[src/rtl/serial_rx_align.sv]
// Serial-to-parallel receiver: hunts for the comma character bit by bit, confirms a run of
// byte-aligned commas, then delivers each received byte with a valid flag (commas are idle).
module serial_rx_align #(
  parameter logic [7:0]  COMMA      = 8'hBC,
  parameter int unsigned LOCK_COUNT = 4
) (
  input  logic       clk_8f,
  input  logic       reset,
  input  logic       data_in,
  output logic [7:0] data_out,
  output logic       valid_out,
  output logic       byte_tick,
  output logic       active
);

  typedef enum logic [1:0] {
    ST_HUNT,
    ST_CONFIRM,
    ST_LOCKED
  } state_t;

  // The comma that brings the count to LOCK_COUNT is the one that locks.
  localparam logic [3:0] LAST_BC = 4'(LOCK_COUNT - 1);

  state_t     state_q;
  logic [6:0] sr_q;
  logic [2:0] cnt_q;
  logic [3:0] bc_cnt_q;
  logic [7:0] data_q;
  logic       valid_q;
  logic       tick_q;
  logic       active_q;

  logic [7:0] window_d;
  logic       is_comma_d;
  logic       boundary_d;

  assign window_d   = {sr_q, data_in};
  assign is_comma_d = (window_d == COMMA);
  assign boundary_d = (cnt_q == 3'd7);

  // NOTE: all state below uses non-blocking assignments so every register samples the
  // pre-edge values of the others, exactly like the flops it describes.
  always_ff @(posedge clk_8f) begin
    if (reset) begin
      state_q  <= ST_HUNT;
      sr_q     <= '0;
      cnt_q    <= '0;
      bc_cnt_q <= '0;
      data_q   <= '0;
      valid_q  <= 1'b0;
      tick_q   <= 1'b0;
      active_q <= 1'b0;
    end else begin
      sr_q   <= window_d[6:0];
      tick_q <= 1'b0;
      case (state_q)
        ST_HUNT: begin
          if (is_comma_d) begin
            state_q  <= ST_CONFIRM;
            cnt_q    <= '0;
            bc_cnt_q <= 4'd1;
          end
        end
        ST_CONFIRM: begin
          cnt_q <= cnt_q + 3'd1;
          if (boundary_d) begin
            if (!is_comma_d) begin
              // Only drop back; the search restarts on the following bit.
              state_q  <= ST_HUNT;
              bc_cnt_q <= '0;
            end else if (bc_cnt_q == LAST_BC) begin
              state_q  <= ST_LOCKED;
              active_q <= 1'b1;
            end else begin
              bc_cnt_q <= bc_cnt_q + 4'd1;
            end
          end
        end
        ST_LOCKED: begin
          cnt_q <= cnt_q + 3'd1;
          if (boundary_d) begin
            data_q  <= window_d;
            valid_q <= !is_comma_d;
            tick_q  <= 1'b1;
          end
        end
        default: state_q <= ST_HUNT;
      endcase
    end
  end

  assign data_out  = data_q;
  assign valid_out = valid_q;
  assign byte_tick = tick_q;
  assign active    = active_q;

endmodule

[config.mk]
export PLATFORM = sky130hd
export DESIGN_NAME = serial_rx_align
export DESIGN_NICKNAME = d
export VERILOG_FILES = /design/src/rtl/serial_rx_align.sv
export SDC_FILE = /design/constraint.sdc
export NUM_CORES = 1
export LEC_CHECK = 0
export ABC_AREA = 1
export ABC_CLOCK_PERIOD_IN_PS = 1800
export BUFFER_PORTS_ARGS = -buffer_cell sky130_fd_sc_hd__buf_2
export CAP_MARGIN = 0
export CORE_MARGIN = 4
export CORE_UTILIZATION = 30
export DETAILED_ROUTE_END_ITERATION = 16
export GPL_ROUTABILITY_DRIVEN = 0
export PLACE_DENSITY = 0.58
export SYNTH_ARGS = -nofsm -noshare
export SYNTH_HDL_FRONTEND = slang
export SYNTH_SLANG_ARGS = --single-unit
[constraint.sdc]
create_clock -name clk_8f -period 1.8 [get_ports clk_8f]
set_clock_uncertainty 0.2 [all_clocks]
set_input_delay 0 -clock clk_8f [delete_from_list [all_inputs] [get_ports clk_8f]]
set_output_delay 0 -clock clk_8f [all_outputs]
set_load 0.005 [all_outputs]
==> impl_results.html, run 1 <==
<table>
<tr><th>Metric</th><th>Value</th></tr>
<tr><th colspan="2">Drt</th></tr>
<tr><td>Remaining antenna violation count after routing</td><td>0</td></tr>
<tr><td>Total wirelength of the detailed-routed design</td><td>2.36 mm</td></tr>
<tr><td>Post-route DRC</td><td>0</td></tr>
<tr><td>Mean number of vias per cell</td><td>4.68</td></tr>
<tr><td>DRC violation total after the first TritonRoute iteration</td><td>15</td></tr>
<tr><td>First-pass iteration count of the detailed router</td><td>4</td></tr>
<tr><td>Wirelength per Cell</td><td>11.1 um</td></tr>
<tr><td>Total vias in the final route</td><td>992</td></tr>
<tr><th colspan="2">Worst hold path</th></tr>
<tr><td>Cells on Worst Hold Path</td><td>2</td></tr>
<tr><td>Path category of the worst min-delay check</td><td>reg2reg</td></tr>
<tr><th colspan="2">Synth</th></tr>
<tr><td>Number of synthesized register bits</td><td>27</td></tr>
<tr><td>Sequential cell area fraction in the yosys report</td><td>46.9%</td></tr>
<tr><td>Synth Net Count</td><td>154</td></tr>
<tr><td>Summed instance area of the synthesized netlist</td><td>0.00115 mm^2</td></tr>
<tr><td>Mean instance size in the synthesized netlist</td><td>7.96 um^2</td></tr>
<tr><td>Count of distinct cell types in the synthesized netlist</td><td>23</td></tr>
<tr><td>Instance count of the mapped netlist</td><td>145</td></tr>
<tr><td>Yosys warnings</td><td>0</td></tr>
<tr><th colspan="2">Place</th></tr>
<tr><td>I/O Buffers</td><td>13</td></tr>
<tr><td>Placement-stage worst setup slack</td><td>0.0484 ns</td></tr>
<tr><td>Placed cell count</td><td>203</td></tr>
<tr><td>Post-DP HPWL</td><td>1.73 mm</td></tr>
<tr><td>Total placed instance area</td><td>0.00127 mm^2</td></tr>
<tr><th colspan="2">Timing</th></tr>
<tr><td>Smallest setup slack after layout</td><td>0.139 ns</td></tr>
<tr><td>Max Clock Freq</td><td>0.602 GHz</td></tr>
<tr><td>Period Utilization, post-route</td><td>92.3%</td></tr>
<tr><td>Final setup TNS</td><td>0 ns</td></tr>
<tr><td>Final setup vio count</td><td>0</td></tr>
<tr><td>Min cycle time layout</td><td>1.66 ns</td></tr>
<tr><td>Final number of max-transition violations</td><td>0</td></tr>
<tr><td>Worst slew margin relative to its limit</td><td>74.3%</td></tr>
<tr><td>Setup repair after global routing missed its margin</td><td>false</td></tr>
<tr><td>Worst slew pin tran</td><td>0.385 ns</td></tr>
<tr><td>Final hold violation count</td><td>0</td></tr>
<tr><th colspan="2">Final layout</th></tr>
<tr><td>Layout-stage area growth over the synthesis result</td><td>18.5%</td></tr>
<tr><td>Final design area excluding fillers</td><td>0.00137 mm^2</td></tr>
<tr><td>Count of inserted antenna diode cells</td><td>0</td></tr>
<tr><td>Proportion of layout cells with a drive suffix above 1</td><td>19.5%</td></tr>
<tr><td>Number of standard cells in the final layout excluding fillers</td><td>212</td></tr>
<tr><td>Final net count</td><td>174</td></tr>
<tr><th colspan="2">Clock tree</th></tr>
<tr><td>Clock-pin transition on the worst setup and hold timing paths</td><td>0.09 ns</td></tr>
<tr><td>CTS Sinks</td><td>27</td></tr>
<tr><td>Clock insertion delay at the later pin of the skew report</td><td>0.26 ns</td></tr>
<tr><td>CTS buffer count</td><td>3</td></tr>
<tr><td>Clock tree buffer depth</td><td>2</td></tr>
<tr><td>CTS H-Tree Depth</td><td>1</td></tr>
<tr><td>CTS tree</td><td>built</td></tr>
<tr><td>Clock tree root driver cell</td><td>sky130_fd_sc_hd__clkbuf_8</td></tr>
<tr><th colspan="2">Global route</th></tr>
<tr><td>Most used routing layer</td><td>met2</td></tr>
<tr><td>GRT Total Usage</td><td>9.94%</td></tr>
<tr><td>Initial antenna violation count</td><td>0</td></tr>
<tr><td>Met1 GRT Util</td><td>11.1%</td></tr>
<tr><td>Via count of the first global-routing pass</td><td>975</td></tr>
<tr><td>Pin count of the biggest net entering global routing</td><td>18</td></tr>
<tr><td>Global-route wire length before repair</td><td>4.08 mm</td></tr>
<tr><td>Overall overflow remaining after global route</td><td>0</td></tr>
<tr><td>Met3 layer usage reported by global route</td><td>1.73%</td></tr>
<tr><td>Met2 usage in global routing</td><td>18.3%</td></tr>
<tr><th colspan="2">Power</th></tr>
<tr><td>Power per unit of standard cell area</td><td>984 mW/mm^2</td></tr>
<tr><td>Max VDD drop</td><td>0.000596 V</td></tr>
<tr><td>Overall power of the completed layout</td><td>0.00135 W</td></tr>
<tr><td>Leakage component of the power</td><td>0.593 nW</td></tr>
<tr><th colspan="2">Critical path</th></tr>
<tr><td>CP Data Required Time</td><td>1.76 ns</td></tr>
<tr><td>Standard cell with the maximum stage delay on the critical path</td><td>sky130_fd_sc_hd__dfxtp_1</td></tr>
<tr><td>Top fanout value on the critical path</td><td>4</td></tr>
<tr><td>Setup CP Type</td><td>reg2reg</td></tr>
<tr><td>Most prevalent standard cell on the critical path</td><td>sky130_fd_sc_hd__nor2_1</td></tr>
<tr><td>Worst Reg-to-Reg Cells</td><td>8</td></tr>
<tr><td>CP cell instances</td><td>ha_1, ha_1, nor2_1, nor2_1, nand3_2, nand2_1, nand2_1, nor2_1</td></tr>
<tr><td>Maximum cell stage delay along the critical path</td><td>0.33 ns</td></tr>
<tr><td>CP Data Arrival Time</td><td>1.62 ns</td></tr>
<tr><td>Worst setup EP type</td><td>register</td></tr>
<tr><td>Category of the worst setup path launch point</td><td>register</td></tr>
<tr><th colspan="2">Floorplanning</th></tr>
<tr><td>Core area</td><td>0.00369 mm^2</td></tr>
<tr><td>Number of standard-cell rows in the floorplan</td><td>22</td></tr>
<tr><td>Die H</td><td>70.0 um</td></tr>
<tr><td>Top-Level Pins</td><td>14</td></tr>
<tr><td>Initial core utilization</td><td>31.3%</td></tr>
<tr><td>Die width</td><td>70.0 um</td></tr>
<tr><td>Floorplan die area</td><td>0.00490 mm^2</td></tr>
<tr><th colspan="2">Status</th></tr>
<tr><td>Run status</td><td>finished, final reports clean</td></tr>
<tr><th colspan="2">Run</th></tr>
<tr><td>Number of maximum-capacitance violations</td><td>0</td></tr>
</table>
[flip-flops by register name, summed over array words and instances, names as in the netlist]
| register | flops |
|---|---|
| active | 1 |
| bc_cnt_q | 4 |
| byte_tick | 1 |
| cnt_q | 3 |
| data_out | 8 |
| sr_q | 7 |
| state_q | 2 |
| valid_out | 1 |
[cells by family (layout without fill, tap and decap cells)]
logic type,Yosys count,count (layout),share of synthesized area [%]
simple gates,65,65,26.1
compound gates,27,27,13.0
fa+ha+maj,6,6,6.51
flops,27,27,46.9
xor+xnor,2,2,1.52
buf+inv,18,37,5.96
[routing by layer]
metal / up-vias / part of all wire (%)
li1: 512 / -
met1: 466 / 45
met2: 12 / 52
met3: 2 / 2.8
met4: 0 / 0.42
met5: - / 0
[Yosys cell counts]
library cell,number,area (um^2)
sky130_fd_sc_hd__a21oi_1,14,70.1
sky130_fd_sc_hd__clkbuf_1,2,7.51
sky130_fd_sc_hd__o21ai_0,9,45.0
sky130_fd_sc_hd__nor2_2,1,6.26
sky130_fd_sc_hd__a21oi_4,1,16.3
sky130_fd_sc_hd__nand4_1,2,12.5
sky130_fd_sc_hd__nand3_1,10,50.1
sky130_fd_sc_hd__xnor2_1,2,17.5
sky130_fd_sc_hd__a31oi_1,1,6.26
sky130_fd_sc_hd__buf_2,1,5.00
sky130_fd_sc_hd__ha_1,6,75.1
sky130_fd_sc_hd__o211ai_1,1,7.51
sky130_fd_sc_hd__nand2_4,1,11.3
sky130_fd_sc_hd__o21ai_1,1,5.00
sky130_fd_sc_hd__nor2_1,22,82.6
sky130_fd_sc_hd__nand2_2,2,12.5
sky130_fd_sc_hd__inv_2,4,15.0
sky130_fd_sc_hd__inv_1,11,41.3
sky130_fd_sc_hd__nand3_2,1,10.0
sky130_fd_sc_hd__nor2_4,2,22.5
sky130_fd_sc_hd__dfxtp_1,27,541
sky130_fd_sc_hd__nor3_1,3,15.0
sky130_fd_sc_hd__nand2_1,21,78.8
[layout make-up]
class / count / area, um^2
repair inverters: 1 / 7.51
inverters: 15 / 60.1
clock buffers: 4 / 45.0
fillers: 400 / 2320
multi-input cells: 100 / 552
well taps: 48 / 60.1
flip-flops and latches: 27 / 541
repair buffers: 17 / 103
[stage by stage]
step / utilization (%) / hold slack (ns)
after floorplan: - / -0.131
after global placement: 34.3 / 0.0319
after detailed placement: 34.3 / 0.0443
after CTS: 36.4 / 0.254
after global routing: 37.1 / 0.271
final: 37.1 / 0.252
[final timing paths]
path	slack, ns	to	start
max	0.14	state_q[1]	cnt_q[0]
min	0.25	sr_q[6]	sr_q[5]
max reg2reg	0.14	state_q[1]	cnt_q[0]
min reg2reg	0.25	sr_q[6]	sr_q[5]
[critical path, delay by kind of cell (launching register included)]
| family | cells | cell delay, ns |
|---|---|---|
| simple gates | 6 | 0.59 |
| fa+ha+maj | 2 | 0.44 |
| flops | 1 | 0.33 |
[power breakdown]
| group | switching [W] | total (W) | internal (W) |
|---|---|---|---|
| registers | 0.0000294 | 0.000664 | 0.000635 |
| clock network | 0.000172 | 0.000330 | 0.000158 |
| logic | 0.000225 | 0.000351 | 0.000126 |
[layout by cell type, fill, tap and decap left out, types with 3 or more instances in the layout]
| cell | count |
|---|---|
| sky130_fd_sc_hd__nand2_1 | 20 |
| sky130_fd_sc_hd__inv_2 | 4 |
| sky130_fd_sc_hd__clkbuf_8 | 3 |
| sky130_fd_sc_hd__buf_2 | 13 |
| sky130_fd_sc_hd__dfxtp_1 | 27 |
| sky130_fd_sc_hd__ha_1 | 6 |
| sky130_fd_sc_hd__dlygate4sd3_1 | 3 |
| sky130_fd_sc_hd__o21ai_0 | 9 |
| sky130_fd_sc_hd__inv_1 | 10 |
| sky130_fd_sc_hd__nor3_1 | 3 |
| sky130_fd_sc_hd__nand3_1 | 10 |
| sky130_fd_sc_hd__nor2_1 | 22 |
| sky130_fd_sc_hd__a21oi_1 | 14 |
[repair_timing]
| item | 4_1_cts | 5_1_grt |
|---|---|---|
| buffers inserted | 0 | 1 |
| resized for setup | 0 | 4 |
| endpoints found under the hold margin | 15 | 0 |
| setup endpoints to repair | 0 | 9 |
| hold buffers | 3 | 0 |
Power figures use the tool's default switching activity.
==> run 2: changes to the inputs <==
Settings changed: ABC_CLOCK_PERIOD_IN_PS 1800 to 1950, HOLD_SLACK_MARGIN from default to 0.02.
Clock period 1.8 ns to 1.95 ns, I/O delays scaled along.
==> run 2 against run 1 <==
- sequential cell count did not move
- sequential power fell by 7.7%
- register-to-register slack improved by 0.11 ns
- largest power group unchanged
==> impl_results.html, run 2 (synthesis results as in run 1) <==
<table>
<tr><th>Metric</th><th>Value</th></tr>
<tr><th colspan="2">Floorplanning</th></tr>
<tr><td>Initial core utilization</td><td>31.3% (unchanged)</td></tr>
<tr><td>Die width</td><td>70.0 um (unchanged)</td></tr>
<tr><td>Floorplan die area</td><td>0.00490 mm^2 (unchanged)</td></tr>
<tr><td>Top-Level Pins</td><td>14 (unchanged)</td></tr>
<tr><td>Core area</td><td>0.00369 mm^2 (unchanged)</td></tr>
<tr><td>Die H</td><td>70.0 um (unchanged)</td></tr>
<tr><td>Number of standard-cell rows in the floorplan</td><td>22 (unchanged)</td></tr>
<tr><th colspan="2">Power</th></tr>
<tr><td>Sequential share of power</td><td>49.1% (-0.3 points)</td></tr>
<tr><td>Max VDD drop</td><td>0.000446 V (-25%)</td></tr>
<tr><td>Net switching power</td><td>0.000401 W (-6.0%)</td></tr>
<tr><td>Switching part of the total power</td><td>32.2% (+0.47 points)</td></tr>
<tr><td>Leakage component of the power</td><td>0.582 nW (-1.9%)</td></tr>
<tr><td>Power per unit of standard cell area</td><td>914 mW/mm^2 (-7.1%)</td></tr>
<tr><td>Logic gate share of total power</td><td>25.9% (-0.2 points)</td></tr>
<tr><td>Internal power summed over all cells</td><td>0.000846 W (-8.0%)</td></tr>
<tr><td>Clock network fraction of total power</td><td>24.9% (+0.4 points)</td></tr>
<tr><th colspan="2">Global route</th></tr>
<tr><td>Via count of the first global-routing pass</td><td>954 (-2.2%)</td></tr>
<tr><td>Initial antenna violation count</td><td>0 (unchanged)</td></tr>
<tr><td>Pin count of the biggest net entering global routing</td><td>18 (unchanged)</td></tr>
<tr><td>Overall overflow remaining after global route</td><td>0 (unchanged)</td></tr>
<tr><td>Global-route wire length before repair</td><td>4.04 mm (-1.2%)</td></tr>
<tr><td>GRT Total Usage</td><td>9.88% (-0.062 points)</td></tr>
<tr><th colspan="2">Timing</th></tr>
<tr><td>Final number of max-transition violations</td><td>0 (unchanged)</td></tr>
<tr><td>Max Clock Freq</td><td>0.589 GHz (-2.2%)</td></tr>
<tr><td>Setup repair after global routing missed its margin</td><td>false</td></tr>
<tr><td>Worst slew margin relative to its limit</td><td>73.6% (-0.69 points)</td></tr>
<tr><td>Smallest setup slack after layout</td><td>0.252 ns (+0.113 ns)</td></tr>
<tr><td>Final setup vio count</td><td>0 (unchanged)</td></tr>
<tr><td>Min cycle time layout</td><td>1.70 ns (+0.0372 ns)</td></tr>
<tr><td>Worst slew pin tran</td><td>0.395 ns (+0.0103 ns)</td></tr>
<tr><td>Final hold violation count</td><td>0 (unchanged)</td></tr>
<tr><td>Final setup TNS</td><td>0 ns (unchanged)</td></tr>
<tr><td>Period Utilization, post-route</td><td>87.1% (-5.2 points)</td></tr>
<tr><th colspan="2">Final layout</th></tr>
<tr><td>Final net count</td><td>174 (unchanged)</td></tr>
<tr><td>Most common cell after layout, fill and taps aside</td><td>sky130_fd_sc_hd__dfxtp_1</td></tr>
<tr><td>Count of inserted antenna diode cells</td><td>0 (unchanged)</td></tr>
<tr><td>Fill count</td><td>396 (-1.0%)</td></tr>
<tr><td>Largest register FFs</td><td>8 (unchanged)</td></tr>
<tr><td>Most used cells in the layout excluding fill and tap cells</td><td>sky130_fd_sc_hd__dfxtp_1 (27), sky130_fd_sc_hd__nor2_1 (22), sky130_fd_sc_hd__nand2_1 (20), sky130_fd_sc_hd__a21oi_1 (14), sky130_fd_sc_hd__buf_2 (13)</td></tr>
<tr><td>Layout-stage area growth over the synthesis result</td><td>18.2%</td></tr>
<tr><td>Proportion of layout cells with a drive suffix above 1</td><td>20.1% (+0.61 points)</td></tr>
<tr><td>Final Util</td><td>37.0% (-0.10 points)</td></tr>
<tr><th colspan="2">Clock tree</th></tr>
<tr><td>CTS H-Tree Depth</td><td>1 (unchanged)</td></tr>
<tr><td>Clock insertion delay at the later pin of the skew report</td><td>0.27 ns (about the same)</td></tr>
<tr><td>CTS tree</td><td>built</td></tr>
<tr><td>CTS buffer count</td><td>3 (unchanged)</td></tr>
<tr><td>Clock tree buffer depth</td><td>2 (unchanged)</td></tr>
<tr><td>Clock-pin transition on the worst setup and hold timing paths</td><td>0.09 ns (about the same)</td></tr>
<tr><td>Clock tree root driver cell</td><td>sky130_fd_sc_hd__clkbuf_8</td></tr>
<tr><td>CTS Sinks</td><td>27 (unchanged)</td></tr>
<tr><th colspan="2">Critical path</th></tr>
<tr><td>Category of the worst setup path launch point</td><td>register</td></tr>
<tr><td>Setup CP Type</td><td>reg2reg</td></tr>
<tr><td>Launching point of the worst reg2reg path</td><td>cnt_q[0]</td></tr>
<tr><td>CP Data Arrival Time</td><td>1.70 ns (+0.08 ns)</td></tr>
<tr><td>End of the critical path</td><td>data_out[1]</td></tr>
<tr><td>Worst reg-to-reg setup slack</td><td>0.25 ns (+0.11 ns)</td></tr>
<tr><td>Top fanout value on the critical path</td><td>8 (+4)</td></tr>
<tr><td>Worst Reg-to-Reg Cells</td><td>6 (-2)</td></tr>
<tr><td>R2r endpoint</td><td>data_out[1]</td></tr>
<tr><td>Worst setup EP type</td><td>register</td></tr>
<tr><td>CP Data Required Time</td><td>1.95 ns (+0.19 ns)</td></tr>
<tr><td>Source of the critical timing path</td><td>cnt_q[0]</td></tr>
<tr><th colspan="2">Drt</th></tr>
<tr><td>Wirelength per Cell</td><td>11.2 um (+0.59%)</td></tr>
<tr><td>Total vias in the final route</td><td>985 (-0.71%)</td></tr>
<tr><td>Total wirelength of the detailed-routed design</td><td>2.38 mm (+0.59%)</td></tr>
<tr><td>DRC violation total after the first TritonRoute iteration</td><td>22 (+7)</td></tr>
<tr><td>Remaining antenna violation count after routing</td><td>0 (unchanged)</td></tr>
<tr><td>Mean number of vias per cell</td><td>4.65 (-0.71%)</td></tr>
<tr><td>First-pass iteration count of the detailed router</td><td>4 (unchanged)</td></tr>
<tr><td>Post-route DRC</td><td>0 (unchanged)</td></tr>
<tr><th colspan="2">Place</th></tr>
<tr><td>Placement-stage worst setup slack</td><td>0.207 ns (+0.159 ns)</td></tr>
<tr><td>Post-DP HPWL</td><td>1.71 mm (-1.1%)</td></tr>
<tr><td>I/O Buffers</td><td>13 (unchanged)</td></tr>
<tr><th colspan="2">Status</th></tr>
<tr><td>Run status</td><td>finished, final reports clean</td></tr>
<tr><th colspan="2">Run</th></tr>
<tr><td>Number of maximum-capacitance violations</td><td>0 (unchanged)</td></tr>
<tr><th colspan="2">Worst hold path</th></tr>
<tr><td>Path category of the worst min-delay check</td><td>reg2reg</td></tr>
</table>
==> run 2: per-layer routing <==
layer	wire length, um	vias up	global-route usage (%)
li1	-	505	-
met1	1040	459	11.0
met2	1230	14	17.6
met3	72	7	2.30
met4	41	0	4.47
met5	0	-	0
==> run 2: layout make-up <==
class | count | area [um^2] | share of cell area (%)
tap | 48 | 60.1 | 4.40
clock inverter | 1 | 5.00 | 0.367
timing repair buffer | 17 | 103 | 7.52
timing repair inverter | 1 | 7.51 | 0.550
sequential | 27 | 541 | 39.6
multi-input combinational | 100 | 547 | 40.1
inverter | 15 | 60.1 | 4.40
clock buffer | 3 | 41.3 | 3.03
==> run 2: repair_timing <==
| action | CTS | global route |
|---|---|---|
| endpoints found under the setup margin | 0 | 3 |
| hold endpoints to repair | 15 | 0 |
| gates resized for setup | 0 | 3 |
| setup buffers | 0 | 1 |
| hold buffers | 3 | 0 |
==> run 2: how the worst min path moves through the flow <==
stage,from,endpoint,slack [ns],depth (start not counted)
after CTS,sr_q[5],sr_q[6],0.26,2
after detailed placement,data_in,sr_q[0],0.04,3
final,sr_q[5],sr_q[6],0.25,2
after floorplan,reset,bc_cnt_q[0],-0.13,1
after global routing,sr_q[5],sr_q[6],0.27,2
after global placement,data_in,sr_q[0],0.03,3
==> run 2: power by group through the flow <==
| stage | Sequential, W | Clock, W | Combinational, W |
|---|---|---|---|
| after detailed placement | 0.000626 | 0 | 0.000313 |
| after CTS | 0.000614 | 0.000325 | 0.000319 |
| after global placement | 0.000624 | 0 | 0.000303 |
| after global routing | 0.000620 | 0.000353 | 0.000364 |
| after floorplan | 0.000619 | 0 | 0.000260 |
| final | 0.000613 | 0.000311 | 0.000323 |
==> run 2: metrics by stage <==
step | power [W] | hold slack (ns) | cell area [um^2] | cells
4_1_cts | 0.00126 | 0.255 | 1340 | 210
3_3_place_gp | 0.000928 | 0.0319 | 1270 | 203
3_5_place_dp | 0.000939 | 0.0436 | 1270 | 203
5_1_grt | 0.00134 | 0.271 | 1360 | 212
2_1_floorplan | 0.000879 | -0.131 | 1150 | 145
6_report | 0.00125 | 0.252 | 1360 | 212
==> run 2: worst max-delay path, stage by stage, from the launching register on <==
cell,delay [ns]
sky130_fd_sc_hd__dfxtp_1,0.34
sky130_fd_sc_hd__ha_1,0.20
sky130_fd_sc_hd__ha_1,0.22
sky130_fd_sc_hd__nand2_2,0.16
sky130_fd_sc_hd__clkinvlp_4,0.19
sky130_fd_sc_hd__buf_4,0.17
sky130_fd_sc_hd__a21oi_1,0.15
